`src/rtl/sata_rx_link_decode_if.sv`:
```
// Receive-side link bundle: raw dwords from the GTX wrapper in, decoded primitives
// and descrambled FIS payload out. The decoder uses the slave view.
interface sata_rx_link_decode_if;
  logic [31:0] rxdata;
  logic        rxdatak;
  logic [4:0]  prim_code;
  logic        prim_valid;
  logic [31:0] fis_data;
  logic        fis_valid;
  logic        fis_sof;
  logic        fis_end;
  logic        crc_ok;
  logic        fis_abort;

  modport master (
    output rxdata, rxdatak,
    input  prim_code, prim_valid, fis_data, fis_valid, fis_sof, fis_end, crc_ok, fis_abort
  );

  modport slave (
    input  rxdata, rxdatak,
    output prim_code, prim_valid, fis_data, fis_valid, fis_sof, fis_end, crc_ok, fis_abort
  );
endinterface

```
`src/rtl/sata_rx_link_decode.sv`:
```
// SATA link-layer receive decoder: primitive decode with CONT suppression, frame
// tracking, payload descrambling, one-dword hold to strip the CRC, CRC-32 check.
module sata_rx_link_decode #(
  parameter int C_MAX_DWORDS = 2049
) (
  input  logic                 clk_75m,
  input  logic                 host_rst,
  input  logic                 link_up,
  sata_rx_link_decode_if.slave rx
);
  localparam int               CNT_W    = $clog2(C_MAX_DWORDS + 1);
  localparam logic [CNT_W-1:0] CNT_MAX  = CNT_W'(C_MAX_DWORDS);
  localparam logic [31:0]      CRC_INIT = 32'h52325032;
  localparam logic [31:0]      CRC_POLY = 32'h04C11DB7;

  localparam logic [4:0] P_NONE  = 5'd0,  P_ALIGN = 5'd1,  P_SYNC  = 5'd2,  P_X_RDY = 5'd3;
  localparam logic [4:0] P_R_RDY = 5'd4,  P_SOF   = 5'd5,  P_EOF   = 5'd6,  P_HOLD  = 5'd7;
  localparam logic [4:0] P_HOLDA = 5'd8,  P_R_IP  = 5'd9,  P_R_OK  = 5'd10, P_R_ERR = 5'd11;
  localparam logic [4:0] P_WTRM  = 5'd12, P_DMAT  = 5'd13, P_CONT  = 5'd14, P_UNKNOWN = 5'd31;

  typedef enum logic [1:0] {S_IDLE, S_FRAME, S_CONT} state_t;

  // Galois form of x^16+x^15+x^13+x^4+1; mask bit i is the LFSR MSB before step i.
  function automatic logic [47:0] scramble32(input logic [15:0] seed);
    logic [15:0] s;
    logic [31:0] w;
    s = seed;
    w = '0;
    for (int i = 0; i < 32; i++) begin
      w[i] = s[15];
      s = {s[14:0], 1'b0} ^ (s[15] ? 16'hA011 : 16'h0000);
    end
    return {s, w};
  endfunction

  function automatic logic [31:0] crc32_step(input logic [31:0] crc, input logic [31:0] d);
    logic [31:0] c;
    c = crc;
    for (int i = 31; i >= 0; i--) begin
      if (c[31] ^ d[i]) c = {c[30:0], 1'b0} ^ CRC_POLY;
      else              c = {c[30:0], 1'b0};
    end
    return c;
  endfunction

  state_t           state_reg, state_next;
  logic [4:0]       k_code;
  logic             is_k, k_live, in_frame;
  logic             evt_start, evt_restart, evt_eof, evt_kill, evt_cont;
  logic             evt_data, evt_data_ok, cnt_ovf;
  logic [47:0]      scr;
  logic [31:0]      desc;

  logic [15:0]      lfsr_reg, lfsr_next;
  logic [31:0]      crc_reg, crc_next;
  logic [CNT_W-1:0] count_reg, count_next;
  logic [31:0]      hold_reg, hold_next;
  logic             hold_valid_reg, hold_valid_next;
  logic             first_reg, first_next;
  logic [4:0]       prim_mem_reg, prim_mem_next;
  logic             cont_reg, cont_next;

  logic [4:0]       prim_code_reg, prim_code_next;
  logic             prim_valid_reg, prim_valid_next;
  logic [31:0]      fis_data_reg, fis_data_next;
  logic             fis_valid_reg, fis_valid_next;
  logic             fis_sof_reg, fis_sof_next;
  logic             fis_end_reg, fis_end_next;
  logic             crc_ok_reg, crc_ok_next;
  logic             fis_abort_reg, fis_abort_next;

  always_comb begin
    case (rx.rxdata)
      32'h7B4A4ABC: k_code = P_ALIGN;
      32'hB5B5957C: k_code = P_SYNC;
      32'h5757B57C: k_code = P_X_RDY;
      32'h4A4A957C: k_code = P_R_RDY;
      32'h3737B57C: k_code = P_SOF;
      32'hD5D5B57C: k_code = P_EOF;
      32'hD5D5AA7C: k_code = P_HOLD;
      32'h9595AA7C: k_code = P_HOLDA;
      32'h5555B57C: k_code = P_R_IP;
      32'h3535B57C: k_code = P_R_OK;
      32'h5656B57C: k_code = P_R_ERR;
      32'h5858B57C: k_code = P_WTRM;
      32'h3636B57C: k_code = P_DMAT;
      32'h9999AA7C: k_code = P_CONT;
      default:      k_code = P_UNKNOWN;
    endcase
  end

  // In CONT_IN_FRAME only a non-ALIGN K dword is acted on; junk and ALIGN fall through.
  assign is_k        = rx.rxdatak;
  assign k_live      = is_k && (k_code != P_ALIGN);
  assign in_frame    = (state_reg == S_FRAME) || ((state_reg == S_CONT) && k_live);
  assign evt_data    = (state_reg == S_FRAME) && !is_k;
  assign cnt_ovf     = evt_data && (count_reg == CNT_MAX);
  assign evt_data_ok = evt_data && !cnt_ovf;
  assign evt_start   = (state_reg == S_IDLE) && is_k && (k_code == P_SOF);
  assign evt_restart = in_frame && is_k && (k_code == P_SOF);
  assign evt_eof     = in_frame && is_k && (k_code == P_EOF);
  assign evt_kill    = in_frame && is_k &&
                       ((k_code == P_DMAT) || (k_code == P_SYNC) || (k_code == P_UNKNOWN));
  assign evt_cont    = in_frame && is_k && (k_code == P_CONT);
  assign scr         = scramble32(lfsr_reg);
  assign desc        = rx.rxdata ^ scr[31:0];

  always_ff @(posedge clk_75m) begin
    if (host_rst || !link_up) state_reg <= S_IDLE;
    else                      state_reg <= state_next;
  end

  always_comb begin
    state_next = state_reg;
    case (state_reg)
      S_IDLE: if (evt_start) state_next = S_FRAME;
      default: begin
        if (evt_eof || evt_kill || cnt_ovf) state_next = S_IDLE;
        else if (evt_cont)                  state_next = S_CONT;
        else if (in_frame)                  state_next = S_FRAME;
      end
    endcase
  end

  always_comb begin
    lfsr_next       = lfsr_reg;
    crc_next        = crc_reg;
    count_next      = count_reg;
    hold_next       = hold_reg;
    hold_valid_next = hold_valid_reg;
    first_next      = first_reg;
    prim_mem_next   = prim_mem_reg;
    cont_next       = cont_reg;
    prim_code_next  = P_NONE;
    prim_valid_next = 1'b0;
    fis_data_next   = '0;
    fis_valid_next  = 1'b0;
    fis_sof_next    = 1'b0;
    fis_end_next    = 1'b0;
    crc_ok_next     = 1'b0;
    fis_abort_next  = 1'b0;

    if (is_k) begin
      prim_valid_next = 1'b1;
      if (k_code == P_ALIGN) begin
        prim_code_next = P_ALIGN;
      end else if (k_code == P_CONT) begin
        cont_next      = 1'b1;
        prim_code_next = (prim_mem_reg != P_NONE) ? prim_mem_reg : P_CONT;
      end else begin
        prim_code_next = k_code;
        prim_mem_next  = k_code;
        cont_next      = 1'b0;
      end
    end else if (cont_reg) begin
      prim_valid_next = 1'b1;
      prim_code_next  = (prim_mem_reg != P_NONE) ? prim_mem_reg : P_CONT;
    end

    if (evt_start || evt_restart) begin
      lfsr_next       = 16'hFFFF;
      crc_next        = CRC_INIT;
      count_next      = '0;
      hold_valid_next = 1'b0;
      first_next      = 1'b1;
    end
    if (evt_restart || evt_kill || cnt_ovf) fis_abort_next = 1'b1;
    if (evt_kill || cnt_ovf)                hold_valid_next = 1'b0;

    // The dword just received is only held; the previous one is released.
    if (evt_data_ok) begin
      lfsr_next       = scr[47:32];
      crc_next        = crc32_step(crc_reg, desc);
      count_next      = count_reg + CNT_W'(1);
      hold_next       = desc;
      hold_valid_next = 1'b1;
      if (hold_valid_reg) begin
        fis_data_next  = hold_reg;
        fis_valid_next = 1'b1;
        fis_sof_next   = first_reg;
        first_next     = 1'b0;
      end
    end

    if (evt_eof) begin
      fis_end_next    = 1'b1;
      crc_ok_next     = (count_reg != '0) && (crc_reg == 32'h0);
      hold_valid_next = 1'b0;
    end
  end

  always_ff @(posedge clk_75m) begin
    if (host_rst || !link_up) begin
      lfsr_reg       <= 16'hFFFF;
      crc_reg        <= CRC_INIT;
      count_reg      <= '0;
      hold_reg       <= '0;
      hold_valid_reg <= 1'b0;
      first_reg      <= 1'b0;
      prim_mem_reg   <= P_NONE;
      cont_reg       <= 1'b0;
      prim_code_reg  <= P_NONE;
      prim_valid_reg <= 1'b0;
      fis_data_reg   <= '0;
      fis_valid_reg  <= 1'b0;
      fis_sof_reg    <= 1'b0;
      fis_end_reg    <= 1'b0;
      crc_ok_reg     <= 1'b0;
      fis_abort_reg  <= 1'b0;
    end else begin
      lfsr_reg       <= lfsr_next;
      crc_reg        <= crc_next;
      count_reg      <= count_next;
      hold_reg       <= hold_next;
      hold_valid_reg <= hold_valid_next;
      first_reg      <= first_next;
      prim_mem_reg   <= prim_mem_next;
      cont_reg       <= cont_next;
      prim_code_reg  <= prim_code_next;
      prim_valid_reg <= prim_valid_next;
      fis_data_reg   <= fis_data_next;
      fis_valid_reg  <= fis_valid_next;
      fis_sof_reg    <= fis_sof_next;
      fis_end_reg    <= fis_end_next;
      crc_ok_reg     <= crc_ok_next;
      fis_abort_reg  <= fis_abort_next;
    end
  end

  assign rx.prim_code  = prim_code_reg;
  assign rx.prim_valid = prim_valid_reg;
  assign rx.fis_data   = fis_data_reg;
  assign rx.fis_valid  = fis_valid_reg;
  assign rx.fis_sof    = fis_sof_reg;
  assign rx.fis_end    = fis_end_reg;
  assign rx.crc_ok     = crc_ok_reg;
  assign rx.fis_abort  = fis_abort_reg;
endmodule

```
`src/flat_wrapper.sv`:
```
// flat-port wrapper written by rule: the top's interface ports become plain ports
module sata_rx_link_decode_flat 
#(
  parameter int C_MAX_DWORDS = 2049
)
  (clk_75m, host_rst, link_up, rx_rxdata, rx_rxdatak, rx_prim_code, rx_prim_valid, rx_fis_data, rx_fis_valid, rx_fis_sof, rx_fis_end, rx_crc_ok, rx_fis_abort);
  sata_rx_link_decode_if rx_i ();
  input  logic clk_75m;
  input  logic host_rst;
  input  logic link_up;
  input wire logic [$bits(rx_i.rxdata)-1:0] rx_rxdata;
  input wire logic [$bits(rx_i.rxdatak)-1:0] rx_rxdatak;
  output wire logic [$bits(rx_i.prim_code)-1:0] rx_prim_code;
  output wire logic [$bits(rx_i.prim_valid)-1:0] rx_prim_valid;
  output wire logic [$bits(rx_i.fis_data)-1:0] rx_fis_data;
  output wire logic [$bits(rx_i.fis_valid)-1:0] rx_fis_valid;
  output wire logic [$bits(rx_i.fis_sof)-1:0] rx_fis_sof;
  output wire logic [$bits(rx_i.fis_end)-1:0] rx_fis_end;
  output wire logic [$bits(rx_i.crc_ok)-1:0] rx_crc_ok;
  output wire logic [$bits(rx_i.fis_abort)-1:0] rx_fis_abort;
  assign rx_i.rxdata = rx_rxdata;
  assign rx_i.rxdatak = rx_rxdatak;
  assign rx_prim_code = rx_i.prim_code;
  assign rx_prim_valid = rx_i.prim_valid;
  assign rx_fis_data = rx_i.fis_data;
  assign rx_fis_valid = rx_i.fis_valid;
  assign rx_fis_sof = rx_i.fis_sof;
  assign rx_fis_end = rx_i.fis_end;
  assign rx_crc_ok = rx_i.crc_ok;
  assign rx_fis_abort = rx_i.fis_abort;
  sata_rx_link_decode #(.C_MAX_DWORDS(C_MAX_DWORDS)) u_core (.clk_75m(clk_75m), .host_rst(host_rst), .link_up(link_up), .rx(rx_i));
endmodule
```
`config.mk`:
```
export PLATFORM = sky130hd
export DESIGN_NAME = sata_rx_link_decode_flat
export DESIGN_NICKNAME = d
export VERILOG_FILES = /design/src/rtl/sata_rx_link_decode_if.sv /design/src/rtl/sata_rx_link_decode.sv /design/src/flat_wrapper.sv
export SDC_FILE = /design/constraint.sdc
export NUM_CORES = 1
export LEC_CHECK = 0
export BUFFER_PORTS_ARGS = -buffer_cell sky130_fd_sc_hd__buf_2
export CORE_MARGIN = 5
export CORE_UTILIZATION = 35
export CTS_BUF_LIST = sky130_fd_sc_hd__clkbuf_4 sky130_fd_sc_hd__clkbuf_8
export DETAILED_ROUTE_END_ITERATION = 16
export PLACE_DENSITY_LB_ADDON = 0.1
export SETUP_SLACK_MARGIN = 0.15
export SLEW_MARGIN = 20
export SYNTH_ARGS = -nofsm -noshare
export SYNTH_HDL_FRONTEND = slang
export SYNTH_SLANG_ARGS = --single-unit
```
`constraint.sdc`:
```
create_clock -name clk_75m -period 16.7 [get_ports clk_75m]
set_input_delay 3.34 -clock clk_75m [delete_from_list [all_inputs] [get_ports clk_75m]]
set_output_delay 3.34 -clock clk_75m [all_outputs]
set_load 0.03 [all_outputs]
```
==> key figures <==
Power
  – Max IR drop VDD: between 300 and 400 uV
  – Leakage: 5.41 nW
  – Pwr/cell area: 195 mW/mm^2
  – Pwr Total: 2.49 mW

Cells and area
  – Sequential cell area: 0.00290 mm^2
  – Multi-input logic area: 0.00844 mm^2
  – Layout Cell Area excl Fill: 0.0128 mm^2
  – # fillers: 3,293
  – Final nets: ~1,200
  – Area grow syn2layout: 10.1%
  – Layout cells sized above 1: 15.1%

Synthesis
  – Synth top area share: 25.0%
  – Asr flop ratio synth: 0%
  – Synth area leaders: dfxtp_1 (25%), xnor2_1 (18%), xnor3_1 (15%), xor2_1 (6.3%), xnor2_2 (3.4%)
  – Main synth FF type: dfxtp_1
  – Cells after Synth: 1,130
  – Number of synthesized flops with an enable pin: 0
  – Synth Area per Inst: 10.3 um^2
  – Yosys warns: 0
  – Number of synthesized register bits: 145
  – Netlist cell types: 59
  – Mapped Area: 0.0116 mm^2
  – Post-synth top area cell: dfxtp_1
  – Post-synthesis sequential area ratio: about a quarter
  – Synth Net Count: 1,169

STA
  – Fin crit period: 7.48 ns
  – F_max: ~130 MHz
  – Tightest Pin Transition: 0.988 ns
  – Setup_tns: 0 ns
  – RSZ-0062 raised after global routing: no
  – Worst hold slack: 0.448 ns
  – Setup violations, final: 0
  – Post-Route Skew: 0.0321 ns
  – Max transition margin: 34.1%
  – Final period util: 44.8%
  – Final hold violation count: 0
  – Fin. max-slew vios: 0

Detailed routing
  – Routed wire per std cell: around 22 um
  – Top sig layer: met4
  – Drt pass-1 iters: 7
  – Wire length on met2: 16,500 um
  – Vias: 8,058
  – DR DRC count: 0
  – Routed wire length: 36,100 um
  – M1 wire length: 17,000 um
  – Post-route ant nets: 0
  – Routed wl met3: ~1700 um
  – Initial drt markers: 547
  – Vias per inst: 4.92

Clock network
  – Setup bufs post-CTS: 0
  – Hold-fix buffers, CTS: 0
  – Root Driver: clkbuf_8
  – Clock sinks: 145
  – H-tree Lvls: 4
  – CTS tree: built
  – Post-cts sizing count: 0
  – Clock-pin slew on the worst setup and hold paths: 0.10 ns
  – Skew-Pair Late Insertion Delay: 0.51 ns
  – TritonCTS Buffers: 17
  – Bufs on Longest Clock Path: 2

Min path
  – Hold Path End: u_core.hold_reg[28]$_SDFFE_PP0P_
  – Hold wc startpoint: u_core.hold_reg[28]$_SDFFE_PP0P_
  – Worst hold stages: 2
  – Hold WC Path Type: reg -> reg

Floorplanning
  – Die area: 0.0369 mm^2
  – Core area: 0.0326 mm^2
  – I/O pins: around 80
  – Starting Density: 35.6%
  – Die height: 192 um
  – Site Rows: 66
  – Die Wd: around 190 um

Critical path
  – Worst Setup End Kind: flip-flop
  – Critical path's top delay family: XOR/XNOR gates
  – Crit-path cells: buf_2 > xnor2_1 > xnor2_1 > xnor2_1 > xnor2_1 > xnor2_1 > xor3_1 > xnor3_1 > xnor2_2 > xor2_1 > xnor2_1 > xnor2_1 > xnor2_1 > xnor3_1 > o22a_1
  – WS Path Type: in -> reg
  – CP max stage delay: around 0.52 ns
  – Slowest-stage cell, CP: xor2_1
  – R2r startpoint: u_core.lfsr_reg[13]$_SDFFE_PP1P_
  – CP Buf/Inv Count: 1
  – FF-to-FF path depth: 14
  – CP max FO: 6
  – FF-to-FF End: u_core.crc_reg[12]$_SDFFE_PP1P_
  – Stages on worst setup path: 15
  – CP required: 17.09 ns
  – R2r setup slk: approximately 9.9 ns
  – CP startpoint kind: primary input
  – Worst Path Arrival: ~8 ns
  – CP most frequent cell: xnor2_1

GRT
  – Antenna violations before repair: 1
  – Pin count of the biggest net entering global routing: 72
  – GRT Util Overall: 19.9%
  – First-pass GRT wire length: 53,800 um
  – Gr ovfl total: 0
  – Vias in the first global route: 8,136

Run status
  – Status: completed

Job
  – Max-cap violations: 0

Placed design
  – Routability cong.: approximately 0.85
  – Detailed Place HPWL: around 28,000 um
  – Post-place instance area: around 0.012 mm^2
  – Port Buffer Count: 78
-- kinds of logic after synthesis --
kind of cell	Yosys count	share of synthesized area, %
xor+xnor	472	52.2
simple gates	306	12.8
flops	145	25.0
compound gates	143	7.33
buf+inv	61	2.25
fa+ha+maj	3	0.324
-- cell usage in the layout, fill, tap and decap left out, types with 6 or more instances in the layout --
cell type	instances
a211oi_1	17
o21ai_0	31
xnor2_1	243
nor2_1	97
and3_1	11
buf_4	7
o22ai_1	8
xnor3_1	76
nand3_1	10
xor2_1	83
xor3_1	14
xor2_4	7
xor3_2	6
a21oi_1	49
o21ai_1	10
and2_1	35
xnor2_2	24
nor4_1	24
clkbuf_8	18
nand2_1	80
buf_2	78
xor2_2	6
inv_1	9
nor3_1	17
dfxtp_1	145
xnor3_2	8
-- stage by stage --
| stage | utilization, % | setup slack (ns) | instances |
|---|---|---|---|
| detailed placement | 37.9 | 8.70 | 1605 |
| finish | 39.2 | 9.22 | 1639 |
| floorplan | - | 9.52 | 1130 |
| global placement | 37.9 | 8.75 | 1605 |
| global route | 39.2 | 8.87 | 1638 |
| CTS | 39.1 | 9.23 | 1637 |
-- cells in the mapped netlist (9+ instances only) --
master      n
xnor2_1   243
dfxtp_1   145
nor2_1     97
xor2_1     83
nand2_1    81
xnor3_1    76
a21oi_1    49
and2_1     36
clkbuf_1   36
o21ai_0    31
nor4_1     24
xnor2_2    24
a211oi_1   17
nor3_1     17
xor3_1     14
and3_1     12
nand3_1    10
o21ai_1    10
inv_1       9
-- worst reg2reg max path: stages, from the launching register on --
cell and delay (ns):
dfxtp_1 0.60, xnor3_2 0.62, xor2_4 0.28, xor2_2 0.42, xnor3_1 0.98, xor3_2 0.50
xnor3_2 0.58, xnor3_1 0.45, xnor2_4 0.38, xnor3_1 0.57, xnor2_2 0.36, xnor3_1 0.39
xor2_1 0.26, xnor2_1 0.16, a21oi_1 0.08
-- worst max path at each step --
stage	start	endpoint	slack, ns
2_1_floorplan	rx_rxdata[29]	u_core.crc_reg[17]$_SDFFE_PP1P_	9.52
3_3_place_gp	rx_rxdata[28]	u_core.crc_reg[17]$_SDFFE_PP1P_	8.75
3_5_place_dp	rx_rxdata[28]	u_core.crc_reg[17]$_SDFFE_PP1P_	8.70
5_1_grt	rx_rxdata[28]	u_core.crc_reg[17]$_SDFFE_PP1P_	8.87
4_1_cts	rx_rxdata[28]	u_core.crc_reg[17]$_SDFFE_PP1P_	9.23
6_report	rx_rxdata[28]	u_core.crc_reg[17]$_SDFFE_PP1P_	9.22
-- power by group --
part / switching, mW / internal, mW / total, mW
combinational: 0.940 / 0.915 / 1.85
sequential: 0.000719 / 0.346 / 0.347
clock: 0.161 / 0.127 / 0.288
-- final cells by class --
class	count	share of cell area, %
Clock buffer	18	1.94
Sequential cell	145	22.7
Clock inverter	14	1.14
Tap cell	442	4.33
Inverter	9	0.264
Antenna cell	2	0.0392
Timing Repair Buffer	85	3.47
Multi-Input combinational cell	924	66.1
-- layer usage --
metal	vias up	track usage (%)
met5	-	0
met4	0	5.90
met3	42	3.45
met2	194	31.9
met1	3920	27.7
li1	3902	-
(Power assumes the default switching activity.)
